===== src/rtl/running_man_pkg.sv =====
// Shared definitions for the running-man player path: movement command codes
// from the key decoder, the vertical motion state and the pending-command latch.
package running_man_pkg;

  localparam logic [2:0] MV_NONE       = 3'b000;
  localparam logic [2:0] MV_BIG_JUMP   = 3'b001;
  localparam logic [2:0] MV_SMALL_JUMP = 3'b010;
  localparam logic [2:0] MV_CROUCH     = 3'b011;
  localparam logic [2:0] MV_DROP       = 3'b100;

  typedef enum logic {
    GROUND = 1'b0,
    AIR    = 1'b1
  } motion_state_t;

  typedef enum logic [1:0] {
    PEND_NONE  = 2'd0,
    PEND_BIG   = 2'd1,
    PEND_SMALL = 2'd2,
    PEND_DROP  = 2'd3
  } pend_t;

endpackage


===== src/rtl/player_motion.sv =====
// Vertical motion of the runner: latches jump/drop commands between frames and
// integrates height/velocity once per frame_tick, reporting crouch and landing.
//
// state  | meaning
// GROUND | player_y == 0, waiting for a jump command
// AIR    | trajectory integrated every frame until height reaches 0
module player_motion
  import running_man_pkg::*;
#(
  parameter int Y_W      = 7,
  parameter int V_W      = 6,
  parameter int Y_MAX    = 127,
  parameter int BIG_V0   = 12,
  parameter int SMALL_V0 = 8,
  parameter int GRAVITY  = 1,
  parameter int DROP_V   = 10,
  parameter int MAX_FALL = 15
) (
  input  logic           clk,
  input  logic           reset,
  input  logic           frame_tick,
  input  logic [2:0]     movement,
  output logic [Y_W-1:0] player_y,
  output logic           airborne,
  output logic           crouch,
  output logic           landed
);

  localparam logic signed [V_W-1:0] DROP_NEG = V_W'(-DROP_V);
  localparam logic signed [V_W:0]   GRAV_W   = (V_W+1)'(GRAVITY);
  localparam logic signed [V_W:0]   FLOOR_W  = (V_W+1)'(-MAX_FALL);
  localparam logic signed [Y_W+1:0] YMAX_W   = (Y_W+2)'(Y_MAX);

  motion_state_t         state;
  pend_t                 pending;
  pend_t                 cmd_code;
  pend_t                 eff;
  logic signed [V_W-1:0] vel;
  logic signed [V_W-1:0] v_air;
  logic signed [V_W:0]   v_dec;
  logic signed [V_W-1:0] vel_next;
  logic signed [Y_W+1:0] s;

  always_comb begin
    cmd_code = PEND_NONE;
    case (movement)
      MV_BIG_JUMP:   cmd_code = PEND_BIG;
      MV_SMALL_JUMP: cmd_code = PEND_SMALL;
      MV_DROP:       cmd_code = PEND_DROP;
      default:       cmd_code = PEND_NONE;
    endcase
  end

  // A command arriving with the tick is used directly rather than latched.
  assign eff = (cmd_code != PEND_NONE) ? cmd_code : pending;

  always_comb begin
    v_air = vel;
    if (eff == PEND_DROP && vel > DROP_NEG) v_air = DROP_NEG;
    s     = $signed({2'b00, player_y}) + $signed({{(Y_W+2-V_W){v_air[V_W-1]}}, v_air});
    v_dec = $signed({v_air[V_W-1], v_air}) - GRAV_W;
    vel_next = (v_dec < FLOOR_W) ? FLOOR_W[V_W-1:0] : v_dec[V_W-1:0];
  end

  assign airborne = (state == AIR);

  always_ff @(posedge clk) begin
    if (reset) begin
      player_y <= '0;
      vel      <= '0;
      state    <= GROUND;
      pending  <= PEND_NONE;
      crouch   <= 1'b0;
      landed   <= 1'b0;
    end else begin
      crouch <= (state == GROUND) && (movement == MV_CROUCH);
      landed <= 1'b0;
      if (frame_tick) begin
        pending <= PEND_NONE;
        case (state)
          GROUND: begin
            if (eff == PEND_BIG) begin
              player_y <= Y_W'(BIG_V0);
              vel      <= V_W'(BIG_V0 - GRAVITY);
              state    <= AIR;
            end else if (eff == PEND_SMALL) begin
              player_y <= Y_W'(SMALL_V0);
              vel      <= V_W'(SMALL_V0 - GRAVITY);
              state    <= AIR;
            end
          end
          AIR: begin
            if (s[Y_W+1] || s == '0) begin
              player_y <= '0;
              vel      <= '0;
              state    <= GROUND;
              landed   <= 1'b1;
            end else if (s > YMAX_W) begin
              // Ceiling bump: hold at the top, the fall begins on the next frame.
              player_y <= Y_W'(Y_MAX);
              vel      <= '0;
            end else begin
              player_y <= s[Y_W-1:0];
              vel      <= vel_next;
            end
          end
          default: state <= GROUND;
        endcase
      end else if (cmd_code != PEND_NONE) begin
        pending <= cmd_code;
      end
    end
  end

endmodule


===== config.mk =====
export PLATFORM = sky130hd
export DESIGN_NAME = player_motion
export DESIGN_NICKNAME = d
export VERILOG_FILES = /design/src/rtl/running_man_pkg.sv /design/src/rtl/player_motion.sv
export SDC_FILE = /design/constraint.sdc
export NUM_CORES = 1
export LEC_CHECK = 0
export ABC_CLOCK_PERIOD_IN_PS = 3800
export BUFFER_PORTS_ARGS = -buffer_cell sky130_fd_sc_hd__buf_2
export CORE_MARGIN = 2
export CORE_UTILIZATION = 35
export CTS_BUF_LIST = sky130_fd_sc_hd__clkbuf_8
export DETAILED_ROUTE_END_ITERATION = 7
export GPL_TIMING_DRIVEN = 0
export HOLD_SLACK_MARGIN = 0.15
export REMOVE_ABC_BUFFERS = 1
export SYNTH_ARGS = -nofsm -noshare
export SYNTH_HDL_FRONTEND = slang
export SYNTH_SLANG_ARGS = --single-unit

===== constraint.sdc =====
create_clock -name clk -period 3.8 [get_ports clk]
set_input_delay 0.57 -clock clk [delete_from_list [all_inputs] [get_ports clk]]
set_output_delay 0.57 -clock clk [all_outputs]
set_load 0.02 [all_outputs]

==> results_dict.tcl, run 1 <==
set metrics [dict create \
    wl_per_cell_um 14.5 \
    post-dp-hpwl_mm 2.85 \
    synth_cells 200 \
    period_minus_slack_ps 3680 \
    cp-end-kind "register" \
    rows 24 \
    nFillCells 412 \
    finalHoldViolations 0 \
    ys_seq_elements 18 \
    peakVddDrop_uv 255 \
    clkPwrFrac 0.189 \
    die_y_um 71.3 \
    timing.final.ws_setup_ps 121 \
    yosysMostFrequentCell "nor2_1" \
    max_freq_ghz 0.272 \
    grt_max_degree 16 \
    dp.cells 260 \
    grt_pass1_vias 1413 \
    nets 241 \
    synth_cell_types 56 \
    first_iter_violations 63 \
    fin_cells 273 \
    internal_power_w 0.000515 \
    n_antenna_cell 0 \
    synth_common_cells "19 x nor2_1, 18 x dfxtp_1, 15 x nand2_1, 13 x inv_1, 12 x ha_1" \
    p_leak_nw 0.787 \
    design_area_sq_um 1920 \
    seqPwrFrac 0.283 \
    vias_per_cell 5.56 \
    final_antenna_net_count 0 \
    yosysSeqAreaShare 0.227 \
    synth_top_area_share 0.227 \
    p_per_area_nw_per_um2 468 \
    h-tree-depth 1 \
    worstSetupPathType "in -> reg" \
    avgSynthCellArea_sq_um 7.92 \
    clkTransAtPathRegs_ps 80 \
    coreArea_sq_um 4350 \
    worst_slew_pin_slew_ps 583 \
    post-place-ws_ps -744 \
    grt_usage 0.166 \
    synth_area_leader_cell "dfxtp_1" \
    die_x_um 71.3 \
    cts-root-buf "clkbuf_8" \
    synth_warnings 0 \
    cts_buffer_depth 2 \
    p_sw_w 0.000382 \
    syn-cell-area_sq_um 1580 \
    switching_share 0.425 \
    crit_fanout 8 \
    start_kind "input port" \
    drt_first_pass_iters 4 \
    portBuffers 15 \
    p_total_w 0.000897 \
    drv_slew 0 \
    slew_headroom 0.610 \
    max-cap-violations 0 \
    vias 1518 \
    synthArstFlopShare 0 \
    antenna_found_initial 0 \
    pwr-share-comb 0.528 \
    hp-class "reg -> reg" \
    grt_pass1_wl_mm 6.88 \
    synth_area_leaders "dfxtp_1 23%, ha_1 9.5%, nor2_1 4.5%, nand2_1 3.6%, a21oi_1 3.2%" \
    drcViolationCount 0 \
    initial_core_util 0.364 \
    grt.overflow.total 0 \
    worstPathArrival_ps 3820 \
    required_ps 3940 \
    drive_gt1_frac 0.281 \
    syn_to_final_growth_pct 21.0 \
    clk_latency_ps 260 \
    synthFlopType "dfxtp_1" \
    cts_buffers 3 \
    setup_violations 0 \
    cts_tree "built" \
    synth_edf_count 0 \
    place_area_sq_um 1690 \
    status "complete, no violations" \
    place_congestion 0.847 \
    die_area_sq_um 5080 \
    fin_crit_sh 0.968 \
    wl_mm 3.95 \
    cts.sinks 18 \
    ioPinCount 16 \
    finClkSkew_ps 8.07 \
    holdWs_ps 486 \
]
## cell type report
cell class              count  area (sq um)  area share
inverters                  14          55.1      0.0287
well taps                  52          65.1      0.0339
flip-flops and latches     18           360       0.188
multi-input cells         161          1230       0.644
clock buffers               4          55.1      0.0287
repair buffers             24           148      0.0770
## logic make-up (layout without fill, tap and decap cells)
group,Yosys count,count (layout),synth area share
xor gates and xnor gates,4,4,0.0221
buffers and inverters,21,42,0.0529
DFF,18,18,0.227
adders and majority gates,13,13,0.107
AOI/OAI and AO/OA,64,64,0.297
and+or+nand+nor,77,77,0.269
muxes,3,3,0.0237
## power groups by stage
stage          Sequential, W  Combinational, W  Clock [W]
2_1_floorplan       0.000259          0.000334          0
3_3_place_gp        0.000257          0.000430          0
3_5_place_dp        0.000256          0.000433          0
4_1_cts             0.000253          0.000448   0.000173
5_1_grt             0.000260          0.000531   0.000182
6_report            0.000254          0.000474   0.000170
## worst max-delay path, stage by stage
cell      delay, ps
clkbuf_4        150
xor2_1          150
o21ai_2         200
inv_2            80
ha_4            180
inv_4            60
a31oi_4          50
nand2b_4        190
inv_2            70
ha_4            140
inv_1            60
fa_2            390
nand2b_4        170
a221oi_2        240
o21ba_1         180
or4_4           550
o21ai_4         270
o211ai_2        120
## routing by layer
metal,share of wire,vias to the layer above,wire length (um),global-route usage
met3,0.032,6,128,0.0295
met2,0.44,23,1720,0.253
met1,0.51,711,2030,0.237
met5,0,-,0,0
li1,-,778,-,-
met4,0.018,0,71,0.0566
## metrics by stage
| step | setup TNS, ps | utilization |
|---|---|---|
| global route | -118 | 0.440 |
| CTS | 0 | 0.414 |
| global placement | -9610 | 0.389 |
| finish | 0 | 0.440 |
| detailed placement | -9750 | 0.389 |
| floorplan | -348 | - |
## cells in the final DEF, fill, tap and decap left out, types with 3 or more instances in the layout
cell and n:
dfxtp_1 18, nor2b_1 3, xor2_1 3, o21ai_0 6, o21ai_1 8, nand3b_1 3
o21ai_2 3, or3_1 3, inv_2 3, nor2_1 19, nand2_1 15, buf_4 10
buf_2 13, nor3_1 9, a21oi_1 9, o21a_1 5, o22ai_1 5, a31oi_1 3
clkbuf_8 4, inv_1 10, nor3b_1 3, ha_1 10
## registers in the layout (all words and copies together), names as in the netlist
name,cells
player_y,7
vel,6
crouch,1
landed,1
airborne,1
pending,2
## path summary, 6_finish.rpt
check	startpoint	end	slack, ps	cells after the start
setup / recovery	movement[2]	vel[4]	120	18
hold / removal	player_y[5]	player_y[5]	490	2
setup reg to reg	pending[1]	vel[4]	160	17
hold reg to reg	player_y[5]	player_y[5]	490	2
## what timing repair did
action / CTS / global route
endpoints found under the setup margin: 15 / 15
pin swaps: 3 / 7
setup buffers: 2 / 7
gates resized for setup: 10 / 14
hold buffers: 0 / 0
Power figures use the tool's default switching activity.
==> inputs of run 2 (changes only) <==
Settings changed: ABC_AREA from default to 1, RECOVER_POWER from default to 100.
==> results_dict.tcl, run 2 <==
set metrics [dict create \
    status "complete, no violations" \
    synthArstFlopShare 0 \
    h-tree-depth 1 \
    nets 270 \
    crit_fanout 4 \
    period_minus_slack_ps 3430 \
    avgSynthCellArea_sq_um 6.40 \
    antenna_found_initial 0 \
    grt.overflow.total 0 \
    final_antenna_net_count 0 \
    vias_per_cell 4.96 \
    worst_slew_pin_slew_ps 626 \
    syn-cell-area_sq_um 1480 \
    yosysMostFrequentCell "nand2_1" \
    place_congestion 0.888 \
    grt_setup_unrepaired "false" \
    portBuffers 15 \
    synth_warnings 0 \
    synth_area_leaders "dfxtp_1 24%, nand2_1 14%, ha_1 10%, inv_1 10%, nand3_1 6.4%" \
    largest_reg_flops 7 \
    synth_common_cells "54 x nand2_1, 40 x inv_1, 19 x nand3_1, 18 x dfxtp_1, 18 x nor2_1" \
    coreArea_sq_um 4030 \
    setup_violations 0 \
    finalHoldViolations 0 \
    cp-end-kind "register" \
    p_leak_nw 0.871 \
    synth_cell_types 28 \
    clkTransAtPathRegs_ps 70 \
    synth_simple_gate_area_frac 0.366 \
    die_area_sq_um 4760 \
    post-route-util 0.411 \
    synth_cells 231 \
    drcViolationCount 0 \
    rows 23 \
    cts-hold-fix-buffers 0 \
    largest_registers "player_y x7, vel x6, pending x2" \
    fin_crit_sh 0.904 \
    layout_commonest_cell "nand2_1" \
    syn_to_final_growth_pct 11.8 \
    final_cell_mix "54 x nand2_1, 40 x inv_1, 19 x nand3_1, 18 x nor2_1, 18 x dfxtp_1" \
    synth_top_family_by_area "simple AND/OR/NAND/NOR gates" \
    drive_gt1_frac 0.112 \
    required_ps 3960 \
    drt_first_pass_iters 4 \
    vias 1487 \
    fin_cells 300 \
    finClkSkew_ps 0.932 \
    die_x_um 69.0 \
    first_iter_violations 61 \
    cts_tree "built" \
    synth_edf_count 0 \
    drv_slew 0 \
    ys_seq_elements 18 \
    hp-class "reg -> reg" \
    peakVddDrop_uv 288 \
    grt_max_degree 16 \
    p_total_w 0.000677 \
    synth_area_leader_cell "dfxtp_1" \
    crit_slowest_cell "fa_1" \
    wl_per_cell_um 11.6 \
    yosysSeqAreaShare 0.244 \
    critPathBufInv 8 \
    post-dp-hpwl_mm 2.81 \
    worstPathArrival_ps 3590 \
    synth-compound-area-share 0.149 \
    synth-adder-area-share 0.115 \
    grt_usage 0.154 \
    cts_buffers 3 \
    max_stage_delay_ps 410 \
    cts-root-buf "clkbuf_8" \
    start_kind "input port" \
    ioPinCount 16 \
    initial_core_util 0.367 \
    dp.cells 294 \
    slew_headroom 0.578 \
    cts.sinks 18 \
    die_y_um 69.0 \
    grt_pass1_wl_mm 6.24 \
    synth_top_area_share 0.244 \
    r2r_start "pending[0]" \
    p_per_area_nw_per_um2 409 \
    worstSetupPathType "in -> reg" \
    startpoint "movement[2]" \
    n_antenna_cell 0 \
    yosys.area_share.xor_xnor 0.0169 \
    grt_pass1_vias 1397 \
    regMostFlops "player_y" \
    synthFlopType "dfxtp_1" \
    max_freq_ghz 0.291 \
    hold_path_startpoint "vel[4]" \
    cts_buffer_depth 2 \
    clk_latency_ps 250 \
    wl_mm 3.49 \
    synth_mux_area_frac 0 \
    tns_ps 0 \
    critical-path-top-delay-family "simple AND/OR/NAND/NOR gates" \
    max-cap-violations 0 \
]
-- run 2: cell count changes in the layout (fill, tap and decap cells not counted), moves of 7 or more --
cell	change
buf_2	-9
o21ai_0	+9
buf_4	-8
a21oi_1	+8
inv_1	+30
clkbuf_1	+11
nand2_1	+39
nor3_1	-8
nand3_1	+19
nand2_2	+7
-- run 2: repair_timing --
action                     CTS  global route
setup endpoints to repair    0            15
buffers inserted             0             2
gates resized for setup      0             5
-- run 2: cells by family (layout without fill, tap and decap cells) --
logic type | after synthesis | after routing
buffers and inverters | 43 | 62
XOR/XNOR | 2 | 2
AO/OA/AOI/OAI | 40 | 40
AND/OR/NAND/NOR | 115 | 115
adder cells (fa/ha/maj) | 13 | 13
flip-flops | 18 | 18
-- run 2: where the power goes --
group | internal, W | leakage (nW) | switching [W] | total [W]
combinational | 0.0000990 | 0.695 | 0.000193 | 0.000292
sequential | 0.000206 | 0.147 | 0.0000178 | 0.000224
clock | 0.0000921 | 0.0288 | 0.0000683 | 0.000160
-- run 2: per-layer routing --
layer | GRT usage | routed length [um] | vias up
met3 | 0.0219 | 55 | 2
met5 | 0 | 0 | -
met2 | 0.251 | 1640 | 15
li1 | - | - | 785
met1 | 0.217 | 1770 | 685
met4 | 0.0305 | 17 | 0
-- run 2: worst min-delay path, delay by kind of cell, from the launching register on --
kind | cells | cell delay (ps)
AOI/OAI and AO/OA | 1 | 60
DFF | 1 | 330
and+or+nand+nor | 1 | 70
-- run 2: worst paths after layout --
kind                 end  slack [ps]  cells past startpoint
max          player_y[3]         370                     28
min               vel[4]         500                      2
max reg2reg  player_y[3]         730                     22
min reg2reg       vel[4]         500                      2
-- run 2: layout make-up --
type                    instances  area [sq um]
flip-flops and latches         18           360
repair buffers                 17          76.3
multi-input cells             170           946
fillers                       462          2370
inverters                      41           154
well taps                      50          62.6
clock buffers                   4          55.1
-- run 2: per-stage QoR --
stage | hold WS (ps) | instance area [sq um] | worst slack (ps)
after floorplan | 464 | 1470 | 448
final | 503 | 1650 | 366
after CTS | 513 | 1660 | 40.7
after global placement | 497 | 1610 | -186
after global routing | 525 | 1650 | 1.34
after detailed placement | 501 | 1610 | -228
